### src/rtl/bbox_tracker.sv
// ---------------------------------------------------------------------------
// bbox_tracker
//
// Purpose:
//   Tracks the bounding box of "dark" pixels inside a programmable region of
//   interest over one video frame. When the frame closes, the box is widened
//   by MARGIN on every side, clamped to the frame, and published together with
//   a one-cycle box_valid strobe. Frames with no dark pixel keep the old box
//   and report box_found = 0.
//
//   Three register stages:
//     stage 1 : hit decision, coordinates and frame flags
//     stage 2 : min/max accumulators and hit flag
//     output  : margin-expanded, clamped box and strobe
//
// Optional feature (macro BBOX_PIXCNT_EN):
//   Adds output pix_count, which reports the number of hit pixels in the
//   closed frame. The count saturates at all-ones.
//
// Ports:
//   clk, rst_n               pixel clock, asynchronous active-low reset
//   pix_valid                pixel qualifier
//   pix_data [DW-1:0]        RGB pixel, channel at [CH_LSB+7:CH_LSB]
//   pix_x / pix_y            pixel column / row
//   frame_start, frame_end   first / last pixel of a frame (with pix_valid)
//   roi_left/right/top/bottom  ROI, exclusive bounds, sampled at frame_start
//   box_left/right/top/bottom  published box
//   box_found                last closed frame contained a dark pixel
//   box_valid                one-cycle strobe when the box_* outputs update
//   pix_count                hit pixel count (BBOX_PIXCNT_EN only)
// ---------------------------------------------------------------------------
module bbox_tracker #(
    parameter int XW      = 11,
    parameter int YW      = 10,
    parameter int DW      = 24,
    parameter int CH_LSB  = 0,
    parameter int THRESH  = 200,
    parameter int MARGIN  = 15,
    parameter int FRAME_W = 1280,
    parameter int FRAME_H = 720
) (
    input  logic              clk,
    input  logic              rst_n,
    input  logic              pix_valid,
    input  logic [DW-1:0]     pix_data,
    input  logic [XW-1:0]     pix_x,
    input  logic [YW-1:0]     pix_y,
    input  logic              frame_start,
    input  logic              frame_end,
    input  logic [XW-1:0]     roi_left,
    input  logic [XW-1:0]     roi_right,
    input  logic [YW-1:0]     roi_top,
    input  logic [YW-1:0]     roi_bottom,
    output logic [XW-1:0]     box_left,
    output logic [XW-1:0]     box_right,
    output logic [YW-1:0]     box_top,
    output logic [YW-1:0]     box_bottom,
    output logic              box_found,
    output logic              box_valid
`ifdef BBOX_PIXCNT_EN
    ,
    output logic [XW+YW-1:0]  pix_count
`endif
);

    localparam logic [7:0]    THRESH_C  = 8'(THRESH);
    localparam logic [XW-1:0] X_MAX     = XW'(FRAME_W - 1);
    localparam logic [YW-1:0] Y_MAX     = YW'(FRAME_H - 1);
    localparam logic [XW:0]   X_MAX_W   = (XW+1)'(FRAME_W - 1);
    localparam logic [YW:0]   Y_MAX_W   = (YW+1)'(FRAME_H - 1);
    localparam logic [XW:0]   MARGIN_XW = (XW+1)'(MARGIN);
    localparam logic [YW:0]   MARGIN_YW = (YW+1)'(MARGIN);

    typedef enum logic {
        IDLE,
        SCAN
    } state_t;

    state_t state_q, state_d;
    // open_q separates "inside a frame" from "closed, waiting for the next
    // frame_start" while the FSM sits in SCAN.
    logic open_q, open_d;
    logic accept;

    logic [XW-1:0] roi_left_q, roi_right_q;
    logic [YW-1:0] roi_top_q, roi_bottom_q;
    logic [XW-1:0] eff_left, eff_right;
    logic [YW-1:0] eff_top, eff_bottom;
    logic          is_dark, in_roi;

    logic          s1_valid_q, s1_hit_q, s1_start_q, s1_end_q;
    logic [XW-1:0] s1_x_q;
    logic [YW-1:0] s1_y_q;

    logic [XW-1:0] min_x_q, min_x_d, max_x_q, max_x_d;
    logic [YW-1:0] min_y_q, min_y_d, max_y_q, max_y_d;
    logic          hit_q, hit_d;
    logic          close_q;

    logic [XW:0]   lo_x_w, hi_x_w;
    logic [YW:0]   lo_y_w, hi_y_w;
    logic [XW-1:0] new_left, new_right;
    logic [YW-1:0] new_top, new_bottom;

    logic [XW-1:0] box_left_q, box_right_q;
    logic [YW-1:0] box_top_q, box_bottom_q;
    logic          box_found_q, box_valid_q;

    // Only the threshold channel matters; the other colour bits are consumed
    // here so they do not look like forgotten wiring.
    logic unused_pix_data;
    assign unused_pix_data = ^pix_data;

    // A pixel enters the pipeline if it opens a frame or arrives while one is
    // open. Pixels in IDLE or after a close are dropped here.
    assign accept = pix_valid && (frame_start || (state_q == SCAN && open_q));

    // Next state and frame-open tracking. A pixel carrying both flags opens
    // and closes a frame in one go, so open_d follows frame_end.
    always_comb begin
        state_d = state_q;
        open_d  = open_q;
        if (pix_valid && frame_start) begin
            state_d = SCAN;
        end
        if (accept) begin
            open_d = !frame_end;
        end
    end

    always_ff @(posedge clk or negedge rst_n) begin
        if (!rst_n) begin
            state_q <= IDLE;
            open_q  <= 1'b0;
        end else begin
            state_q <= state_d;
            open_q  <= open_d;
        end
    end

    // The frame_start pixel must be judged against the ROI being sampled on
    // that same cycle, so the live inputs bypass the shadow registers then.
    always_comb begin
        eff_left   = roi_left_q;
        eff_right  = roi_right_q;
        eff_top    = roi_top_q;
        eff_bottom = roi_bottom_q;
        if (frame_start) begin
            eff_left   = roi_left;
            eff_right  = roi_right;
            eff_top    = roi_top;
            eff_bottom = roi_bottom;
        end
    end

    assign is_dark = pix_data[CH_LSB +: 8] < THRESH_C;
    assign in_roi  = (pix_x > eff_left) && (pix_x < eff_right) &&
                     (pix_y > eff_top)  && (pix_y < eff_bottom);

    // ROI shadow registers, refreshed only on the frame_start pixel.
    always_ff @(posedge clk or negedge rst_n) begin
        if (!rst_n) begin
            roi_left_q   <= '0;
            roi_right_q  <= '0;
            roi_top_q    <= '0;
            roi_bottom_q <= '0;
        end else if (pix_valid && frame_start) begin
            roi_left_q   <= roi_left;
            roi_right_q  <= roi_right;
            roi_top_q    <= roi_top;
            roi_bottom_q <= roi_bottom;
        end
    end

    // Stage 1: register the per-pixel decision and frame flags.
    always_ff @(posedge clk or negedge rst_n) begin
        if (!rst_n) begin
            s1_valid_q <= 1'b0;
            s1_hit_q   <= 1'b0;
            s1_start_q <= 1'b0;
            s1_end_q   <= 1'b0;
            s1_x_q     <= '0;
            s1_y_q     <= '0;
        end else begin
            s1_valid_q <= accept;
            s1_hit_q   <= accept && is_dark && in_roi;
            s1_start_q <= accept && frame_start;
            s1_end_q   <= accept && frame_end;
            s1_x_q     <= pix_x;
            s1_y_q     <= pix_y;
        end
    end

    // Stage 2 next-state: a frame_start pixel reinitialises the accumulators
    // before its own contribution is applied, which also discards any
    // aborted frame.
    always_comb begin
        min_x_d = min_x_q;
        max_x_d = max_x_q;
        min_y_d = min_y_q;
        max_y_d = max_y_q;
        hit_d   = hit_q;
        if (s1_valid_q) begin
            if (s1_start_q) begin
                min_x_d = '1;
                max_x_d = '0;
                min_y_d = '1;
                max_y_d = '0;
                hit_d   = 1'b0;
            end
            if (s1_hit_q) begin
                if (s1_x_q < min_x_d) min_x_d = s1_x_q;
                if (s1_x_q > max_x_d) max_x_d = s1_x_q;
                if (s1_y_q < min_y_d) min_y_d = s1_y_q;
                if (s1_y_q > max_y_d) max_y_d = s1_y_q;
                hit_d = 1'b1;
            end
        end
    end

    always_ff @(posedge clk or negedge rst_n) begin
        if (!rst_n) begin
            min_x_q <= '1;
            max_x_q <= '0;
            min_y_q <= '1;
            max_y_q <= '0;
            hit_q   <= 1'b0;
            close_q <= 1'b0;
        end else begin
            min_x_q <= min_x_d;
            max_x_q <= max_x_d;
            min_y_q <= min_y_d;
            max_y_q <= max_y_d;
            hit_q   <= hit_d;
            close_q <= s1_valid_q && s1_end_q;
        end
    end

    // Margin arithmetic one bit wider than the coordinate. The extra MSB of
    // the difference is the borrow, meaning min < MARGIN, so clamp to 0.
    always_comb begin
        lo_x_w     = {1'b0, min_x_q} - MARGIN_XW;
        hi_x_w     = {1'b0, max_x_q} + MARGIN_XW;
        lo_y_w     = {1'b0, min_y_q} - MARGIN_YW;
        hi_y_w     = {1'b0, max_y_q} + MARGIN_YW;
        new_left   = lo_x_w[XW] ? '0 : lo_x_w[XW-1:0];
        new_top    = lo_y_w[YW] ? '0 : lo_y_w[YW-1:0];
        new_right  = (hi_x_w > X_MAX_W) ? X_MAX : hi_x_w[XW-1:0];
        new_bottom = (hi_y_w > Y_MAX_W) ? Y_MAX : hi_y_w[YW-1:0];
    end

    // Output stage: publish on close. An empty frame keeps the previous box
    // but still strobes with box_found low.
    always_ff @(posedge clk or negedge rst_n) begin
        if (!rst_n) begin
            box_left_q   <= '0;
            box_right_q  <= X_MAX;
            box_top_q    <= '0;
            box_bottom_q <= Y_MAX;
            box_found_q  <= 1'b0;
            box_valid_q  <= 1'b0;
        end else begin
            box_valid_q <= close_q;
            if (close_q) begin
                box_found_q <= hit_q;
                if (hit_q) begin
                    box_left_q   <= new_left;
                    box_right_q  <= new_right;
                    box_top_q    <= new_top;
                    box_bottom_q <= new_bottom;
                end
            end
        end
    end

    assign box_left   = box_left_q;
    assign box_right  = box_right_q;
    assign box_top    = box_top_q;
    assign box_bottom = box_bottom_q;
    assign box_found  = box_found_q;
    assign box_valid  = box_valid_q;

`ifdef BBOX_PIXCNT_EN
    logic [XW+YW-1:0] cnt_q, cnt_d, pix_count_q;

    // Hit counter running alongside the stage 2 accumulators.
    always_comb begin
        cnt_d = cnt_q;
        if (s1_valid_q) begin
            if (s1_start_q) begin
                cnt_d = '0;
            end
            if (s1_hit_q && (cnt_d != '1)) begin
                cnt_d = cnt_d + 1'b1;
            end
        end
    end

    always_ff @(posedge clk or negedge rst_n) begin
        if (!rst_n) begin
            cnt_q       <= '0;
            pix_count_q <= '0;
        end else begin
            cnt_q <= cnt_d;
            if (close_q) begin
                pix_count_q <= cnt_q;
            end
        end
    end

    assign pix_count = pix_count_q;
`endif

endmodule

### config.mk
export PLATFORM = sky130hd
export DESIGN_NAME = bbox_tracker
export DESIGN_NICKNAME = d
export VERILOG_FILES = /design/src/rtl/bbox_tracker.sv
export SDC_FILE = /design/constraint.sdc
export NUM_CORES = 1
export LEC_CHECK = 0
export BUFFER_PORTS_ARGS = -buffer_cell sky130_fd_sc_hd__clkbuf_2
export CORE_ASPECT_RATIO = 1.4
export CORE_MARGIN = 5
export CORE_UTILIZATION = 64
export CTS_BUF_LIST = sky130_fd_sc_hd__clkbuf_4
export DETAILED_ROUTE_END_ITERATION = 7
export HOLD_SLACK_MARGIN = 0.06
export PLACE_DENSITY_LB_ADDON = 0.25
export SETUP_SLACK_MARGIN = 0.1
export SLEW_MARGIN = 20
export SYNTH_ARGS = -nofsm -noshare
export SYNTH_HDL_FRONTEND = slang
export SYNTH_SLANG_ARGS = --single-unit
### constraint.sdc
create_clock -name clk -period 7.15 [get_ports clk]
set_input_delay 0.3575 -clock clk [delete_from_list [all_inputs] [get_ports clk]]
set_output_delay 0.3575 -clock clk [all_outputs]
set_load 0.1 [all_outputs]
==> impl_metrics.ini <==
[status]
status = completed

[job]
drv_cap = 0

[cts]
htreeDepth = 4
post_cts_resized = 0
cts_root_buf = clkbuf_4
clkSinkCount = 157
worstSkewPairLatency_ns = 0.55
clk_pin_slew_ns = 0.14
cts_buffer_depth = 2
holdBufCountCts = 66
post_cts_buffers = 0
numCtsBuffers = 17
cts_tree = done

[route]
drtPass1Iterations = 5
drtAntennaViolNets = 0
drc = 0
vias = 7396
drt-total-wl_mm = 23.19
avgRoutedWirePerCell_um = 18.91
viasPerCell = 6.033
drt_iter0_drc = 317

[worst_setup_path]
critPathLaunchType = register
crit_path_top_delay_cell = a2bb2oi_1
worst-path-stages = 8
crit_type = reg -> reg
path_max_fanout = 47
crit_family = compound AO/OA/AOI/OAI gates
critical_path_required_ns = 7.63
path_cells = buf_4, nor2_1, ha_1, and4_1, o21ai_0, a31oi_1, a2bb2oi_1, o22a_1
crit_arrival_ns = 3.31
reg2reg_from = s1_start_q
r2r-end = min_x_q[10]
critPathCapture = min_x_q[10]
cp-end-kind = register
timing.reg2reg.setup_slack_ns = 4.32
crit_start = s1_start_q
r2r_cells = 8
critical_path_buf_inv_count = 1
critPathMaxStageDelay_ns = 0.83

[final_layout]
area.growth.synth_to_final_pct = 18.18
final_util_pct = 77.05
final_cell_mix = dfrtp_1, clkbuf_2, ha_1
design_area_sq_um = 10770
layout.nets = 1204
drive_gt1_share_pct = 24.54
layout_commonest_cell = dfrtp_1

[floorplanning]
die_w_um = 110.8
core-area_sq_um = 13970
ios = 136
dieHeight_um = 151.2
start_util_pct = 65.20
num_rows = 51
die_area_sq_um = 16760

[synthesis]
synth_warnings = 0
yosysUniqueCellTypes = 67
synth_nets = 1035
synth-main-ff-cell = dfrtp_1
syn_area_per_cell_sq_um = 10.63
netlist_area_sq_um = 9111
synth_edf_count = 0
ys_seq_area_share_pct = 43.63
synth_top_area_share_pct = 32.96
ys_async_sr_fraction_pct = 100.0
synthCells = 857
netlist_top_cells_area = dfrtp_1, ha_1, dfstp_2
synth_largest_area_cell = dfrtp_1
synth_seq_cells = 157

[sta]
finalSetupViolations = 0
fin_worst_skew_ns = 0.02080
maxSlewHeadroom_pct = 26.02
fin_crit_ns = 2.834
drv_slew = 0
max_freq_ghz = 0.3529
hold_viol = 0
timing.final.ws_setup_ns = 4.316
fin_crit_sh_pct = 39.63
tightest_slew_ns = 1.110
rsz0062_at_grt = false
fin_tns_setup_ns = 0

[global_routing]
grt.total_usage_pct = 28.51
grt_pass1_vias = 7779
grt_max_degree = 84
grt_pass1_wl_mm = 38.34
antenna_found_initial = 2
grt-ovfl-total = 0

[power_and_ir_drop]
p_int_mw = 1.642
switching_share_pct = 44.92
peakVddDrop_uv = 257.9
combinationalPowerShare_pct = 40.4
p_switching_mw = 1.339
p_per_area_nw_per_um2 = 276.8
pwr-share-clk_pct = 19.3
seqPwrFrac_pct = 40.3
p_leak_nw = 4.971

[placed_design]
port_buffers = 116
dpl_worst_slack_ns = 4.288
dp_hpwl_mm = 14.35
place_area_sq_um = 9768
gp_congestion = 0.8619

[hold_path]
hold_path_class = in -> async
[worst min-delay path by stage]
stage,start,end,slack [ns],depth (start not counted)
finish,rst_n,roi_bottom_q[6],0.40,2
global route,pix_data[3],s1_hit_q,0.38,6
CTS,pix_data[3],s1_hit_q,0.33,6
detailed placement,rst_n,max_y_q[5],0.42,1
global placement,rst_n,max_y_q[0],0.42,1
floorplan,rst_n,box_bottom[4],0.06,0
[power by group through the flow]
stage	Sequential, mW	Clock [mW]	Combinational (mW)
5_1_grt	1.22	0.624	1.28
6_report	1.20	0.575	1.20
2_1_floorplan	1.77	0	0.364
3_3_place_gp	1.20	0	1.13
3_5_place_dp	1.21	0	1.15
4_1_cts	1.19	0.587	1.18
[final cells by class]
type                            count  area, sq um
Timing Repair Buffer              188         1313
Tap cell                          185        231.5
Sequential cell                   157         3975
Clock inverter                     10        141.4
Clock buffer                       22        165.2
Multi-Input combinational cell    628         4810
Inverter                           34        127.6
Fill cell                         924         3207
Antenna cell                        2        5.005
[sequential cells by signal, indices dropped and copies added (netlist names), 11 cells and up]
signal,cells
max_x_q,11
box_left,11
s1_x_q,11
roi_left_q,11
box_right,11
min_x_q,11
roi_right_q,11
[routing by layer]
metal | vias to the layer above | global-route usage (%) | wire, um
met5 | - | 0 | 0
met3 | 104 | 5.556 | 1357
met4 | 0 | 14.79 | 1131
li1 | 3429 | - | -
met2 | 296 | 49.30 | 11510
met1 | 3567 | 33.98 | 9186
[cell families after synthesis]
family                   count (synthesis)  synth area share (%)
buffers and inverters                   72                 3.598
AO/OA/AOI/OAI                          162                 11.99
flip-flops                             157                 43.63
AND/OR/NAND/NOR                        236                 12.77
multiplexers                           118                 13.70
adder cells (fa/ha/maj)                 86                 11.81
XOR/XNOR                                26                 2.499
[synth_stat cells (10+ instances only)]
| master | n |
|---|---|
| ha_1 | 86 |
| o22a_1 | 11 |
| mux2i_1 | 64 |
| nor2_1 | 58 |
| nand2b_1 | 27 |
| mux2_2 | 54 |
| dfstp_2 | 37 |
| nor3_1 | 15 |
| nand4_1 | 10 |
| a21oi_1 | 35 |
| o21ai_0 | 40 |
| buf_2 | 10 |
| inv_1 | 34 |
| a211oi_1 | 10 |
| dfrtp_1 | 120 |
| xnor2_1 | 17 |
| clkbuf_1 | 20 |
| nand2_1 | 69 |
| nand3_1 | 12 |
[stage by stage]
step	instances	hold WS (ns)	power, mW
after floorplan	857	0.06191	2.136
after detailed placement	1125	0.4232	2.363
after global routing	1226	0.3756	3.121
final	1226	0.4049	2.980
after global placement	1125	0.4193	2.335
after CTS	1223	0.3330	2.963
Note: power is estimated with default switching activity, not from simulation.
